## config.mk

```make
export PLATFORM = sky130hd
export DESIGN_NAME = st7920_bus_rx
export DESIGN_NICKNAME = d
export VERILOG_FILES = /design/src/rtl/st7920_pkg.sv /design/src/rtl/st7920_ddram.sv /design/src/rtl/st7920_bus_rx.sv
export SDC_FILE = /design/constraint.sdc
export NUM_CORES = 1
export LEC_CHECK = 0
export CAP_MARGIN = 20
export CELL_PAD_IN_SITES_DETAIL_PLACEMENT = 1
export CELL_PAD_IN_SITES_GLOBAL_PLACEMENT = 2
export CORE_MARGIN = 2
export CORE_UTILIZATION = 40
export CTS_BUF_LIST = sky130_fd_sc_hd__clkbuf_8
export CTS_CLUSTER_SIZE = 20
export DETAILED_ROUTE_END_ITERATION = 7
export DONT_BUFFER_PORTS = 1
export GPL_TIMING_DRIVEN = 0
export PLACE_DENSITY = 0.75
export SLEW_MARGIN = 20
export SYNTH_ARGS = -nofsm -noshare
export SYNTH_HDL_FRONTEND = slang
export SYNTH_SLANG_ARGS = --single-unit
```

## constraint.sdc

```tcl
create_clock -name clk -period 6.5 [get_ports clk]
set_clock_uncertainty 0.2 [all_clocks]
set_input_delay 0.65 -clock clk [delete_from_list [all_inputs] [get_ports clk]]
set_output_delay 0.65 -clock clk [all_outputs]
set_load 0.03 [all_outputs]
```

## src/rtl/st7920_pkg.sv

```systemverilog
// Shared definitions for the ST7920 bus responder: opcode masks, fill character,
// FSM state encoding, DDRAM geometry and the address-counter step rule.
package st7920_pkg;

  localparam int         DDRAM_DEPTH   = 64;
  localparam logic [7:0] FILL_CHAR     = 8'h20;

  localparam logic [7:0] OP_CLEAR      = 8'h01;
  localparam logic [7:0] HOME_MASK     = 8'hFE;
  localparam logic [7:0] HOME_VAL      = 8'h02;
  localparam logic [7:0] ENTRY_MASK    = 8'hFC;
  localparam logic [7:0] ENTRY_VAL     = 8'h04;
  localparam logic [7:0] DISPLAY_MASK  = 8'hF8;
  localparam logic [7:0] DISPLAY_VAL   = 8'h08;
  localparam logic [7:0] FUNCSET_MASK  = 8'hE0;
  localparam logic [7:0] FUNCSET_VAL   = 8'h20;
  localparam logic [7:0] SETDDRAM_MASK = 8'h80;
  localparam logic [7:0] SETDDRAM_VAL  = 8'h80;

  typedef enum logic [1:0] {
    ST_IDLE  = 2'd0,
    ST_EXEC  = 2'd1,
    ST_CLEAR = 2'd2
  } state_t;

  // AC is {word, half}; the word only steps when the half wraps back to 0.
  function automatic logic [5:0] ac_advance(input logic [5:0] ac, input logic id);
    logic [4:0] w_word;
    if (!ac[0]) begin
      return {ac[5:1], 1'b1};
    end
    w_word = id ? (ac[5:1] + 5'd1) : (ac[5:1] - 5'd1);
    return {w_word, 1'b0};
  endfunction

endpackage

```

## src/rtl/st7920_ddram.sv

```systemverilog
// 64x8 DDRAM: port A write plus registered read, port B registered read only.
// Both reads are read-first, so a same-cycle write to the read address returns old data.
module st7920_ddram
  import st7920_pkg::*;
(
  input  logic       i_clk,
  input  logic       i_a_we,
  input  logic [5:0] i_a_addr,
  input  logic [7:0] i_a_wdata,
  output logic [7:0] o_a_rdata,
  input  logic [5:0] i_b_addr,
  output logic [7:0] o_b_rdata
);

  logic [7:0] r_mem [DDRAM_DEPTH];
  logic [7:0] r_a_q;
  logic [7:0] r_b_q;

  always_ff @(posedge i_clk) begin
    if (i_a_we) begin
      r_mem[i_a_addr] <= i_a_wdata;
    end
    r_a_q <= r_mem[i_a_addr];
    r_b_q <= r_mem[i_b_addr];
  end

  assign o_a_rdata = r_a_q;
  assign o_b_rdata = r_b_q;

endmodule

```

## src/rtl/st7920_bus_rx.sv

```systemverilog
// ST7920 8-bit parallel-bus panel emulator: decodes transfers on synchronized EN falls,
// effects land one cycle after detection; writes arriving while busy are dropped and flagged.
module st7920_bus_rx
  import st7920_pkg::*;
#(
  parameter int SYNC_STAGES  = 2,
  parameter int BUSY_CMD_CYC = 3600,
  parameter int BUSY_CLR_CYC = 80000
) (
  input  logic       clk,
  input  logic       rst,
  input  logic       lcd_rs,
  input  logic       lcd_rw,
  input  logic       lcd_en,
  input  logic [7:0] lcd_db_i,
  output logic [7:0] lcd_db_o,
  output logic       lcd_db_oe,
  output logic       busy,
  output logic       disp_on,
  output logic       cursor_on,
  output logic       blink_on,
  output logic       re_ext,
  output logic       err_busy,
  input  logic [5:0] rd_addr,
  output logic [7:0] rd_data
);

  localparam int CNT_MAX = (BUSY_CLR_CYC > BUSY_CMD_CYC) ? BUSY_CLR_CYC : BUSY_CMD_CYC;
  localparam int CW      = $clog2(CNT_MAX + 1);

  logic [SYNC_STAGES-1:0]      r_en_sync;
  logic [SYNC_STAGES-1:0]      r_rs_sync;
  logic [SYNC_STAGES-1:0]      r_rw_sync;
  logic [SYNC_STAGES-1:0][7:0] r_db_sync;
  logic                        r_en_d;

  state_t      r_state;
  state_t      w_state_nxt;
  logic [CW-1:0] r_cnt;
  logic [6:0]  r_fill;
  logic [5:0]  r_ac;
  logic        r_id;
  logic        r_disp;
  logic        r_cursor;
  logic        r_blink;
  logic        r_re;
  logic        r_err;

  logic       w_en_s;
  logic       w_rs_s;
  logic       w_rw_s;
  logic [7:0] w_db_s;
  logic       w_fall;
  logic       w_status_rd;
  logic       w_busy;
  logic       w_accept;
  logic       w_reject;
  logic       w_is_clear;
  logic       w_filling;
  logic       w_we;
  logic [5:0] w_a_addr;
  logic [7:0] w_a_wdata;
  logic [7:0] w_a_rdata;

  assign w_en_s      = r_en_sync[SYNC_STAGES-1];
  assign w_rs_s      = r_rs_sync[SYNC_STAGES-1];
  assign w_rw_s      = r_rw_sync[SYNC_STAGES-1];
  assign w_db_s      = r_db_sync[SYNC_STAGES-1];
  assign w_fall      = r_en_d & ~w_en_s;
  assign w_status_rd = ~w_rs_s & w_rw_s;
  assign w_busy      = (r_state != ST_IDLE);
  assign w_accept    = w_fall & ~w_status_rd & ~w_busy;
  assign w_reject    = w_fall & ~w_status_rd & w_busy;
  assign w_is_clear  = ~w_rs_s & ~w_rw_s & ~r_re & (w_db_s == OP_CLEAR);
  assign w_filling   = (r_state == ST_CLEAR) & ~r_fill[6];

  // The reset cycle itself must not write, so an aborted Clear stops cleanly.
  assign w_we      = ~rst & (w_filling | (w_accept & w_rs_s & ~w_rw_s));
  assign w_a_addr  = (r_state == ST_CLEAR) ? r_fill[5:0] : r_ac;
  assign w_a_wdata = (r_state == ST_CLEAR) ? FILL_CHAR : w_db_s;

  always_ff @(posedge clk) begin
    if (rst) begin
      r_en_sync <= '0;
      r_rs_sync <= '0;
      r_rw_sync <= '0;
      r_db_sync <= '0;
      r_en_d    <= 1'b0;
    end else begin
      r_en_sync <= {r_en_sync[SYNC_STAGES-2:0], lcd_en};
      r_rs_sync <= {r_rs_sync[SYNC_STAGES-2:0], lcd_rs};
      r_rw_sync <= {r_rw_sync[SYNC_STAGES-2:0], lcd_rw};
      r_db_sync <= {r_db_sync[SYNC_STAGES-2:0], lcd_db_i};
      r_en_d    <= w_en_s;
    end
  end

  always_ff @(posedge clk) begin
    if (rst) r_state <= ST_IDLE;
    else     r_state <= w_state_nxt;
  end

  always_comb begin
    w_state_nxt = r_state;
    unique case (r_state)
      ST_IDLE:  if (w_accept) w_state_nxt = w_is_clear ? ST_CLEAR : ST_EXEC;
      ST_EXEC:  if (r_cnt == '0) w_state_nxt = ST_IDLE;
      ST_CLEAR: if (r_cnt == '0) w_state_nxt = ST_IDLE;
      default:  w_state_nxt = ST_IDLE;
    endcase
  end

  always_ff @(posedge clk) begin
    if (rst) begin
      r_cnt    <= '0;
      r_fill   <= '0;
      r_ac     <= '0;
      r_id     <= 1'b1;
      r_disp   <= 1'b0;
      r_cursor <= 1'b0;
      r_blink  <= 1'b0;
      r_re     <= 1'b0;
      r_err    <= 1'b0;
    end else begin
      if (w_accept) begin
        r_cnt  <= w_is_clear ? CW'(BUSY_CLR_CYC - 1) : CW'(BUSY_CMD_CYC - 1);
        r_fill <= '0;
      end else begin
        if (r_cnt != '0) r_cnt <= r_cnt - 1'b1;
        if (w_filling)   r_fill <= r_fill + 1'b1;
      end
      if (w_reject) r_err <= 1'b1;
      if (w_accept) begin
        if (w_rs_s) begin
          r_ac <= ac_advance(r_ac, r_id);
        end else if (r_re) begin
          // Extended set: only Function Set is honoured, to allow leaving it.
          if ((w_db_s & FUNCSET_MASK) == FUNCSET_VAL) r_re <= w_db_s[2];
        end else if (w_db_s == OP_CLEAR) begin
          r_ac <= '0;
          r_id <= 1'b1;
        end else if ((w_db_s & HOME_MASK) == HOME_VAL) begin
          r_ac <= '0;
        end else if ((w_db_s & ENTRY_MASK) == ENTRY_VAL) begin
          r_id <= w_db_s[1];
        end else if ((w_db_s & DISPLAY_MASK) == DISPLAY_VAL) begin
          r_disp   <= w_db_s[2];
          r_cursor <= w_db_s[1];
          r_blink  <= w_db_s[0];
        end else if ((w_db_s & FUNCSET_MASK) == FUNCSET_VAL) begin
          r_re <= w_db_s[2];
        end else if ((w_db_s & SETDDRAM_MASK) == SETDDRAM_VAL) begin
          r_ac <= {w_db_s[4:0], 1'b0};
        end
      end
    end
  end

  st7920_ddram u_ddram (
    .i_clk     (clk),
    .i_a_we    (w_we),
    .i_a_addr  (w_a_addr),
    .i_a_wdata (w_a_wdata),
    .o_a_rdata (w_a_rdata),
    .i_b_addr  (rd_addr),
    .o_b_rdata (rd_data)
  );

  assign lcd_db_oe = w_en_s & w_rw_s;
  assign lcd_db_o  = !lcd_db_oe ? 8'h00 :
                     w_rs_s     ? w_a_rdata : {w_busy, 2'b00, r_ac[5:1]};
  assign busy      = w_busy;
  assign disp_on   = r_disp;
  assign cursor_on = r_cursor;
  assign blink_on  = r_blink;
  assign re_ext    = r_re;
  assign err_busy  = r_err;

endmodule

```

==> flow_summary.ini, run 1 <==
[global_route]
antenna_found_initial = 6
grt_pass1_wl_um = 153000
grt_pass1_vias = 18880
grtUsageTotal_pct = 32.99
grt_overflow = 0
grt_max_degree = 65

[timing]
period_share_pct = 102.9
drv_slew = 0
finalHoldViolations = 0
hold_ws_ns = 0.09439
relSlewSlack_pct = 11.90
fin_setup_tns_ns = -3.441
tightest_slew_ns = 1.322
clock.fmax_mhz = 149.6
setup_viol = 40
final.min_clock_period_ns = 6.685
setup_ws_ns = -0.1854
rsz0062_at_grt = true

[drt]
first_pass_iters = 8
drc_errors = 16
via_per_inst = 6.907
drt_iter0_drc = 3266
drt-wirelength-per-cell_um = 40.61
drt-total-wl_um = 112500
num_vias = 19140
ant_nets = 0

[setup_path]
cp-end-kind = register
cp_max_fo = 10
rr_worst_depth = 10
cp_data_required_time_ns = 6.61
crit-reg2reg-launch = r_state[0]$_SDFFE_PP0P_
rr_endpoint = u_ddram.r_mem[36][2]$_DFFE_PP_
worstSetupPathDepth = 10
start_kind = register
slowest_stage = nor2_1
cp_common_cell = clkbuf_1
r2r_setup_slack_ns = -0.19
timing.critical_path.buf_inv = 5
cp_data_arrival_time_ns = 6.80
critPathKind = register to register
endpoint = u_ddram.r_mem[36][2]$_DFFE_PP_
critical-path-max-stage-delay_ns = 1.10
startpoint = r_state[0]$_SDFFE_PP0P_
cpLargestDelayFamily = buffers and inverters
path_cells = inv_1 > ha_1 > buf_6 > nor4b_1 > or2_0 > clkbuf_1 > clkbuf_1 > buf_1 > nand2_1 > nor2_1

[clock_tree]
cts_tree = built
clk_pin_slew_ns = 0.06
cts_inserted_buffers = 99
cts_setup_buffers = 0
clockBufferDepth = 3
h-tree-depth = 3
cts_root_buf = clkbuf_8
clk_latency_ns = 0.73
clock-sinks = 589

[outcome]
failed_checks = DRC, setup timing
status = finished, violations left

[yosys]
syn_nets = 1726
yosysTopAreaCell = edfxtp_1
synth-async-reset-ratio_pct = 0
synth_edf_count = 512
syn-cell-area_um2 = 26550
yosysUniqueCellTypes = 70
synthTopCellsByArea = edfxtp_1, mux4_2, dfxtp_1
ys_seq_elements = 589
synth_cells = 1699
synth-main-ff-cell = edfxtp_1
avgSynthCellArea_um2 = 15.63
netlist.area_leader.share_pct = 57.90
ys.warnings.count = 0
yosysSeqAreaShare_pct = 63.71

[layout]
stdcell_count = 2771
fillers = 6443
multi_input_area_um2 = 9178
area_growth_pct = 13.28
final_core_util_pct = 45.75
nets = 1853
drive_gt1_share_pct = 22.54
seq_area_um2 = 16920

[place]
place_congestion = 1.001
placed_cells = 2574
portBuffers = 0
dp_hpwl_um = 76200

[floorplanning]
ios = 42
die-area_um2 = 68460
die_h_um = 261.6
rows = 94
start_util_pct = 40.39
core-area_um2 = 65750
die-width_um = 261.6

[power_and_ir_drop]
peakVddDrop_mv = 0.2161
p_seq_share_pct = 51.0
leakagePower_nw = 9.540
p_comb_share_pct = 8.2
p_int_mw = 6.188
power_density_nw_per_um2 = 275.1
switching_share_pct = 25.20
p_sw_mw = 2.085
p_clk_share_pct = 40.9

[run]
maxCapViolCount = 0

[hold_path]
hold_class = input port to register
Yosys cell counts (6+ instances only):
cell type  instances
edfxtp_1         512
and3_1             6
clkbuf_1          78
a221oi_1           8
a222oi_1          24
nor2_1           105
buf_1             26
nand3_1           11
or3_1              6
or4_1             13
a31o_2             7
nor2b_1           36
o21ai_0           17
xor2_1             6
inv_1             12
nor4_1            13
and2_1             8
o22a_1            15
a21oi_1           47
a31oi_1           44
a41oi_1            6
xnor2_1           14
buf_2             15
nand2b_1           6
dfxtp_1           77
o22ai_1            7
nand3b_1           6
mux4_2           160
nand2_1           95
a22oi_1          141
mux2i_1           51
mux2_2            28
nor3_1            11
ha_1               7
metal layers:
| layer | global-route usage (%) | share of wire, % | up-vias |
|---|---|---|---|
| li1 | - | - | 7277 |
| met1 | 42.26 | 36 | 9792 |
| met2 | 48.58 | 43 | 1675 |
| met3 | 11.19 | 14 | 395 |
| met4 | 19.97 | 6.9 | 0 |
| met5 | 0 | 0 | - |
worst min-delay path by stage:
stage	endpoint	from	cells past startpoint	slack, ns
after floorplan	r_en_sync[1]$_SDFF_PP0_	r_en_sync[0]$_SDFF_PP0_	1	0.21
after global placement	w_db_s[0]$_SDFF_PP0_	r_db_sync[0]$_SDFF_PP0_	1	0.22
after detailed placement	w_db_s[1]$_SDFF_PP0_	r_db_sync[1]$_SDFF_PP0_	1	0.23
after CTS	r_en_d$_SDFF_PP0_	rst	2	0.06
after global routing	r_rw_sync[1]$_SDFF_PP0_	rst	2	0.16
final	r_en_d$_SDFF_PP0_	rst	2	0.09
state kept, by name, indices dropped and copies added, names as in the netlist, 2 cells and up:
register           cells
u_ddram.r_mem        512
r_db_sync              8
r_rs_sync              2
r_fill                 7
r_state                2
u_ddram.o_b_rdata      8
r_cnt                 17
r_ac                   6
u_ddram.o_a_rdata      8
r_rw_sync              2
r_en_sync              2
w_db_s                 8
cell usage in the layout, fill, tap and decap left out, types with 13 or more instances in the layout:
cell and n:
a21oi_1 46, a222oi_1 24, a22oi_1 141, a31oi_1 44, buf_2 30, clkbuf_1 58
clkbuf_2 20, clkbuf_8 112, clkinv_1 17, dfxtp_1 77, edfxtp_1 512, inv_1 41
mux2_2 28, mux2i_1 50, mux4_2 160, nand2_1 94, nor2_1 91, nor2b_1 31
nor4_1 13, o21ai_0 17, o22a_1 15, or4_1 13, xnor2_1 14
what timing repair did:
| item | CTS | global route |
|---|---|---|
| setup endpoints to repair | 0 | 9 |
| gates resized for setup | 0 | 0 |
| endpoints found under the hold margin | 12 | 0 |
| hold buffers | 12 | 0 |
power by group through the flow:
stage	combinational [mW]	clock, mW	sequential [mW]
floorplan	0.431	0	4.28
finish	0.677	3.38	4.22
global route	0.715	3.55	4.22
global placement	0.629	0	4.30
CTS	0.661	3.39	4.22
detailed placement	0.651	0	4.30
cell type report:
type,count,area share (%)
flip-flops and latches,589,56.24
multi-input cells,973,30.51
clock buffers,112,5.125
well taps,864,3.594
plain buffers,124,1.851
clock inverters,66,1.402
repair buffers,26,1.082
inverters,13,0.1622
diodes,4,0.03328
cells by family (layout without fill, tap and decap cells):
logic type,after synthesis,after routing,synth area share [%]
AOI/OAI and AO/OA,352,352,9.632
xor gates and xnor gates,20,20,0.6597
adders and majority gates,8,8,0.4052
buffers and inverters,137,341,2.120
DFF,589,589,63.71
muxes,241,241,16.79
other,0,4,0
and+or+nand+nor,352,352,6.682
per-stage QoR:
| stage | power, mW | setup WS [ns] | area, um2 |
|---|---|---|---|
| 2_1_floorplan | 4.713 | 3.107 | 26550 |
| 3_3_place_gp | 4.927 | -0.6566 | 27630 |
| 3_5_place_dp | 4.947 | 0.07010 | 27950 |
| 4_1_cts | 8.266 | 0.04873 | 30030 |
| 5_1_grt | 8.486 | -0.02741 | 30070 |
| 6_report | 8.273 | -0.1854 | 30080 |
No activity file was read; power rests on OpenSTA's default activity.
==> inputs of run 2 (changes only) <==
Settings changed: CAP_MARGIN 20 to unset.
==> flow_summary.ini, run 2 (synthesis results as in run 1) <==
[outcome]
status = finished, violations left
failed_checks = DRC, setup timing

[timing]
hold_ws_ns = 0.08399
relSlewSlack_pct = 11.42
period_share_pct = 103.0
final.min_clock_period_ns = 6.697
rsz0062_at_grt = true
tightest_slew_ns = 1.329
finalHoldViolations = 0
setup_ws_ns = -0.1973
setup_viol = 38
drv_slew = 0
fin_setup_tns_ns = -4.243
clock.fmax_mhz = 149.3

[clock_tree]
cts_root_buf = clkbuf_8
cts_tree = built
cts_setup_buffers = 0
clk_pin_slew_ns = 0.06
clock-sinks = 589
cts_inserted_buffers = 101
clk_latency_ns = 0.74
h-tree-depth = 3
clockBufferDepth = 3

[hold_path]
hold_class = input port to register

[run]
maxCapViolCount = 0

[place]
portBuffers = 0
dp_hpwl_um = 76510
place_congestion = 1.001

[floorplanning]
core-area_um2 = 65750
die-width_um = 261.6
ios = 42
rows = 94
start_util_pct = 40.39
die_h_um = 261.6
die-area_um2 = 68460

[global_route]
grt_pass1_wl_um = 153800
antenna_found_initial = 10
grt_max_degree = 65
grtUsageTotal_pct = 33.19
grt_pass1_vias = 18890
grt_overflow = 0

[power_and_ir_drop]
leakagePower_nw = 9.591
p_sw_mw = 2.127
peakVddDrop_mv = 0.1841
p_seq_share_pct = 50.0
p_comb_share_pct = 8.0
power_density_nw_per_um2 = 279.5
p_int_mw = 6.307
finalPower_mw = 8.433
p_clk_share_pct = 42.0
switching_share_pct = 25.22

[layout]
drive_gt1_share_pct = 22.94
regMostFlops = u_ddram.r_mem
area_growth_pct = 13.62
nets = 1851
largest_reg_flops = 512
reg_top3 = u_ddram.r_mem x512, r_cnt x17
final_cell_mix = edfxtp_1, mux4_2, a22oi_1
final_common_cell = edfxtp_1

[drt]
wl_met2_um = 48900
drt-total-wl_um = 113100
first_pass_iters = 8
wl_met1_um = 40340
drc_errors = 1
drt_iter0_drc = 3012
highest_layer = met5
ant_nets = 0
drt-wirelength-per-cell_um = 40.74
wl_met3_um = 15440
via_per_inst = 6.895
num_vias = 19130

[setup_path]
critPathKind = register to register
cp_data_required_time_ns = 6.62
start_kind = register
cp-end-kind = register
cp_max_fo = 10
r2r_setup_slack_ns = -0.20
cp_data_arrival_time_ns = 6.82
[run 2: changes by cell type in the layout (fill, tap and decap cells not counted), moves of 2 or more]
cell       delta
bufinv_16     +2
nor2_1        -4
clkinv_2      +6
diode_2       -2
buf_6         -3
nor2_2        +4
clkbuf_8      +2
[run 2: timing repair]
action / 4_1_cts / 5_1_grt
resized for setup: 0 / 3
endpoints found under the setup margin: 0 / 51
hold buffers: 12 / 0
endpoints found under the hold margin: 14 / 0
[run 2: final cells by class]
cell class / count / area, um2
repair buffers: 22 / 284.0
diodes: 2 / 5.005
inverters: 13 / 48.80
flip-flops and latches: 589 / 16920
multi-input cells: 973 / 9188
plain buffers: 124 / 555.5
clock buffers: 114 / 1569
clock inverters: 74 / 523.0
well taps: 864 / 1081
fillers: 6427 / 35580
[run 2: per-stage QoR]
| step | cells | instance area, um2 | setup slack, ns | utilization, % |
|---|---|---|---|---|
| floorplan | 1699 | 26550 | 3.107 | - |
| global placement | 2563 | 27630 | -0.6566 | 42.03 |
| detailed placement | 2573 | 27940 | 0.1586 | 42.50 |
| global route | 2774 | 30170 | -0.1450 | 45.89 |
| CTS | 2773 | 30150 | 0.05551 | 45.86 |
| finish | 2775 | 30170 | -0.1973 | 45.89 |
[run 2: critical path, cell delays in order, from the launching register on]
cell and delay (ns):
dfxtp_1 0.31, inv_1 0.06, ha_1 0.32, buf_6 0.19, nor4b_1 0.44, or2_0 0.17
clkbuf_1 0.93, clkbuf_1 0.80, buf_1 0.92, nand2_1 0.85, nor2_1 1.04
[run 2: metal layers]
metal | GRT usage (%) | vias up
met1 | 42.11 | 9797
met3 | 12.05 | 419
met4 | 20.17 | 16
met5 | 0 | -
li1 | - | 7283
met2 | 48.70 | 1618
[run 2: final timing paths]
| check | start | to | cells past startpoint |
|---|---|---|---|
| worst max-delay path | r_state[0]$_SDFFE_PP0P_ | u_ddram.r_mem[12][6]$_DFFE_PP_ | 10 |
| worst min-delay path | rst | r_en_d$_SDFF_PP0_ | 2 |
| worst max register to register | r_state[0]$_SDFFE_PP0P_ | u_ddram.r_mem[12][6]$_DFFE_PP_ | 10 |
| worst min register to register | r_db_sync[7]$_SDFF_PP0_ | w_db_s[7]$_SDFF_PP0_ | 1 |
[run 2: power by group through the flow]
stage / Clock (mW) / Sequential [mW] / Combinational, mW
6_report: 3.54 / 4.22 / 0.677
5_1_grt: 3.71 / 4.22 / 0.717
4_1_cts: 3.54 / 4.22 / 0.662
3_5_place_dp: 0 / 4.30 / 0.653
3_3_place_gp: 0 / 4.30 / 0.629
2_1_floorplan: 0 / 4.28 / 0.431
==> inputs of run 3 (changes only) <==
Settings changed: CAP_MARGIN set to 20, SYNTH_HIERARCHICAL set to 1.
==> flow_summary.ini, run 3 <==
[timing]
setup_viol = 0
fin_setup_tns_ns = 0
period_share_pct = 94.37
rsz0062_at_grt = false
relSlewSlack_pct = 14.07
drv_slew = 0
final.min_clock_period_ns = 6.134
tightest_slew_ns = 1.289
finalHoldViolations = 0
clock.fmax_mhz = 163.0

[global_route]
grt_max_degree = 65
grtUsageTotal_pct = 32.87
grt_pass1_wl_um = 158800
grt_pass1_vias = 19450
grt_overflow = 0
antenna_found_initial = 12

[power_and_ir_drop]
p_int_mw = 6.274
p_clk_share_pct = 40.2
switching_share_pct = 25.43
power_density_nw_per_um2 = 270.7
leakagePower_nw = 10.10
p_comb_share_pct = 9.5
p_sw_mw = 2.139
p_seq_share_pct = 50.3
peakVddDrop_mv = 0.1417

[yosys]
synth_common_cells = edfxtp_1, mux4_2, nor2_1
netlist.area_leader.share_pct = 56.11
synth-main-ff-cell = edfxtp_1
synth_edf_count = 512
synth_most_common_cell = edfxtp_1
ys.warnings.count = 6
avgSynthCellArea_um2 = 15.74
synth-async-reset-ratio_pct = 0
synthTopCellsByArea = edfxtp_1, mux4_2, dfxtp_1
ys_seq_elements = 589
syn_nets = 1768
yosysTopAreaCell = edfxtp_1
synth_cells = 1741
yosysUniqueCellTypes = 78
yosysSeqAreaShare_pct = 61.74
syn-cell-area_um2 = 27400

[setup_path]
cp_max_fo = 10
cp_common_cell = clkbuf_1
critical-path-max-stage-delay_ns = 1.16
slowest_stage = nor2_1
cp-end-kind = register
cp_data_arrival_time_ns = 6.25
critPathKind = register to register
timing.critical_path.buf_inv = 5
cpLargestDelayFamily = buffers and inverters
rr_worst_depth = 10
path_cells = inv_1 > ha_1 > clkbuf_1 > mux2_2 > buf_2 > and2_1 > clkbuf_1 > clkbuf_1 > nand3_1 > nor2_1
cp_data_required_time_ns = 6.62
start_kind = register
worstSetupPathDepth = 10

[floorplanning]
die-area_um2 = 70610
start_util_pct = 40.58
die_h_um = 265.7
core-area_um2 = 67510
rows = 95
die-width_um = 265.7
ios = 42

[layout]
largest_reg_flops = 512
fillers = 6606
reg_top3 = u_ddram/r_mem x512, r_cnt x17
final_common_cell = edfxtp_1
stdcell_area_um2 = 31070
area_growth_pct = 13.41
nets = 1896
regMostFlops = u_ddram/r_mem
drive_gt1_share_pct = 23.96
final_cell_mix = edfxtp_1, mux4_2, clkbuf_8

[drt]
drt-wirelength-per-cell_um = 40.99
drc_errors = 0
via_per_inst = 6.908
drt-total-wl_um = 116100
drt_iter0_drc = 3166
ant_nets = 0
first_pass_iters = 5
num_vias = 19570

[clock_tree]
cts_inserted_buffers = 99
clock-sinks = 589
cts_root_buf = clkbuf_8
h-tree-depth = 3
clk_pin_slew_ns = 0.06
cts_setup_buffers = 0
cts_tree = built
clk_latency_ns = 0.70
clockBufferDepth = 3
post_cts_resized = 0

[hold_path]
hold_depth = 2
hold_class = input port to register

[run]
maxCapViolCount = 0

[place]
place_congestion = 1.053
dp_hpwl_um = 80860
portBuffers = 0
place_area_um2 = 28910

[outcome]
status = complete, no violations
## run 3: metrics by stage
stage                     setup slack (ns)  cells  power [mW]  hold WS (ns)  util, %
after floorplan                      3.265   1741       4.792        0.2138        -
after global placement              0.8097   2614       5.043        0.2236    42.20
after detailed placement            0.7151   2627       5.084        0.2282    42.82
after CTS                           0.7027   2823       8.442        0.1031    45.95
after global routing                0.5897   2827       8.672        0.1395    46.00
final                               0.3658   2833       8.413        0.1483    46.03
## run 3: layout make-up
cell class | count | area [um2] | area share [%]
Clock buffer | 109 | 1500 | 4.828
Sequential cell | 589 | 16920 | 54.44
Clock inverter | 76 | 506.7 | 1.631
Antenna cell | 7 | 17.52 | 0.05637
Tap cell | 873 | 1092 | 3.515
Timing Repair Buffer | 27 | 475.5 | 1.530
Inverter | 17 | 63.81 | 0.2053
Multi-Input combinational cell | 1006 | 9864 | 31.74
Buffer | 129 | 638.1 | 2.053
## run 3: metal layers
metal | vias to the layer above | share of wire, % | global-route usage [%]
met5 | - | 0.021 | 0
met4 | 4 | 6.2 | 18.24
met3 | 346 | 13 | 10.62
met2 | 1546 | 44 | 48.43
met1 | 10200 | 37 | 43.04
li1 | 7476 | - | -
## run 3: final timing paths
check	startpoint	end	slack (ns)
worst max register to register	r_state[0]$_SDFFE_PP0P_	u_ddram/r_mem[7][2]$_DFFE_PP_	0.37
worst min-delay path	rd_addr[5]	u_ddram/o_b_rdata[7]$_DFF_P_	0.15
worst min register to register	r_db_sync[0]$_SDFF_PP0_	w_db_s[0]$_SDFF_PP0_	0.24
worst max-delay path	r_state[0]$_SDFFE_PP0P_	u_ddram/r_mem[7][2]$_DFFE_PP_	0.37
## run 3: worst reg2reg max path: stages (launching register included)
cell,delay (ns)
dfxtp_1,0.30
inv_1,0.09
ha_1,0.15
clkbuf_1,0.30
mux2_2,0.22
buf_2,0.23
and2_1,0.38
clkbuf_1,0.99
clkbuf_1,0.83
nand3_1,0.90
nor2_1,1.16
## run 3: what timing repair did
action                     4_1_cts  5_1_grt
hold endpoints to repair        11        0
hold buffers                    11        0
setup endpoints to repair        0        0
## run 3: power groups by stage
stage                     Clock (mW)  Sequential, mW  Combinational [mW]
final                           3.38            4.23               0.799
after global routing            3.58            4.24               0.847
after CTS                       3.43            4.23               0.781
after detailed placement           0            4.31               0.772
after global placement             0            4.31               0.730
after floorplan                    0            4.29               0.498
## run 3: kinds of logic after synthesis
group	after synthesis	synth area share, %
DFF	589	61.74
and+or+nand+nor	341	6.562
xor gates and xnor gates	14	0.4475
adders and majority gates	8	0.3927
AOI/OAI and AO/OA	325	8.576
muxes	318	19.75
buffers and inverters	146	2.539
==> patch, RTL diff (config.mk and constraints of run 1) <==
Register the outputs `lcd_db_o` and `busy`, with the module's reset; this adds one clock of latency there. The other outputs are not delayed to match. Comments in the files are not updated.
--- a/src/rtl/st7920_bus_rx.sv
+++ b/src/rtl/st7920_bus_rx.sv
@@ -168,7 +168,13 @@
 
   assign lcd_db_oe = w_en_s & w_rw_s;
-  assign lcd_db_o  = !lcd_db_oe ? 8'h00 :
-                     w_rs_s     ? w_a_rdata : {w_busy, 2'b00, r_ac[5:1]};
-  assign busy      = w_busy;
+  always_ff @(posedge clk) begin
+    if (rst) begin
+      lcd_db_o <= '0;
+      busy     <= '0;
+    end else begin
+      lcd_db_o <= !lcd_db_oe ? 8'h00 : w_rs_s     ? w_a_rdata : {w_busy, 2'b00, r_ac[5:1]};
+      busy     <= w_busy;
+    end
+  end
   assign disp_on   = r_disp;
   assign cursor_on = r_cursor;
Formal check against the unedited RTL: no difference found for any inputs over 4 cycles, from zero or initial values and one cycle with rst high; that may be too few to reach the edited logic, so the function may still have changed.
==> patch against run 1 <==
- the run ends with DRC left
- fmax up 16%
- worst hold slack lost 0.042 ns
- sequential cell count is 9 higher
- area after synthesis down 0.65%
- via count shrank 0.86%
- die area down 0.64%
- non-clock buffer count decreased by 1
- wire length decreased by 3.8%
- cell area stayed put
- worst setup slack improved by 0.92 ns
- total power is 0.36% higher
- critical endpoint is now u_ddram.o_a_rdata[0]
- largest power group unchanged
==> patch: results (changes against run 1) <==
- Drt drc: 1 (-15)
- Status: finished with violations
- Slew of the pin with the lowest slew margin: 1.33 ns (+0.00483 ns)
- Yosys cell types: 62 (-11%)
- Worst vdd ir: 154 µV (-29%)
- Routed met2 length: 47.2 mm (-3.2%)
- Failing checks: DRC
- Slowest cell on the critical path: a41oi_1
- Gp weighted congestion: 0.995 (-0.65%)
- Sequential cell area share: 56.8% (+0.60 points)
- Multi-input gate share of total cell area: 29.5% (-0.99 points)
- GR met3 Demand/Resource: 12.0% (+0.82 points)
- Met2 Use GR: 47.4% (-1.2 points)
- DRT iter0 DRCs: 3029 (-7.3%)
- Clock-cell share of area: 6.63% (+0.10 points)
- Register bit count reported by yosys: 598 (+1.5%)
- First-pass GRT wire length: 149 mm (-2.9%)
- M1 WL: 38.8 mm (-3.3%)
- WP data arrival: 6.20 ns (-0.60 ns)
- Reg area: 17100 µm² (+1.1%)
- Total number of vias: 19000 (-0.86%)
- #MultiIn Comb: 940 (-3.4%)
- Mapped Nets: 1695 (-1.8%)
- Repair and plain buffers: 149 (-0.67%)
- Fill count: 6417 (-0.40%)
- Final #Nets: 1830 (-1.2%)
- Sequential fraction of the synthesis area: 64.8% (+1.1 points)
- Initial antenna violation count: 7 (+1)
- Vias per cell: 6.89 (-0.29%)
- Metal3 WL: 15.4 mm (-3.1%)
- HPWL after DPL: 73.0 mm (-4.2%)
- Clkbuf count: 108 (-3.6%)
- GRT Total Usage: 32.0% (-0.98 points)
- Worst path max stage delay: 0.93 ns (-0.17 ns)
- Clock latency on the worst-skew pair: 0.75 ns (+0.02 ns)
- Placed cells: 2548 (-1.0%)
- Data buffer area share: 3.23% (+0.30 points)
- Commonest cells post-synth: edfxtp_1 (512), a22oi_1 (205), mux4_2 (160)
patch: path summary, 6_finish.rpt:
kind / start / endpoint / slack (ns) / cells past startpoint
worst max-delay path: r_state[0] / u_ddram.o_a_rdata[0] / 0.73 / 13
worst min-delay path: rd_addr[3] / u_ddram.o_b_rdata[7] / 0.05 / 3
worst min register to register: r_db_sync[2] / w_db_s[2] / 0.23 / 1
worst max register to register: r_state[0] / u_ddram.o_a_rdata[0] / 0.73 / 13
patch: where the power goes:
group	switching (mW)	leakage, nW	total [mW]	internal, mW
sequential	0.0530	5.42	4.25	4.20
combinational	0.387	3.02	0.641	0.253
clock	1.66	1.14	3.41	1.75
total	2.10	9.58	8.30	6.20
patch: cells by family after synthesis:
kind of cell | after synthesis | synth area share [%]
mux | 193 | 15.0
simple gates | 341 | 6.60
buf+inv | 130 | 2.07
fa+ha+maj | 8 | 0.408
flops | 598 | 64.8
xor+xnor | 22 | 0.730
compound gates | 376 | 10.3
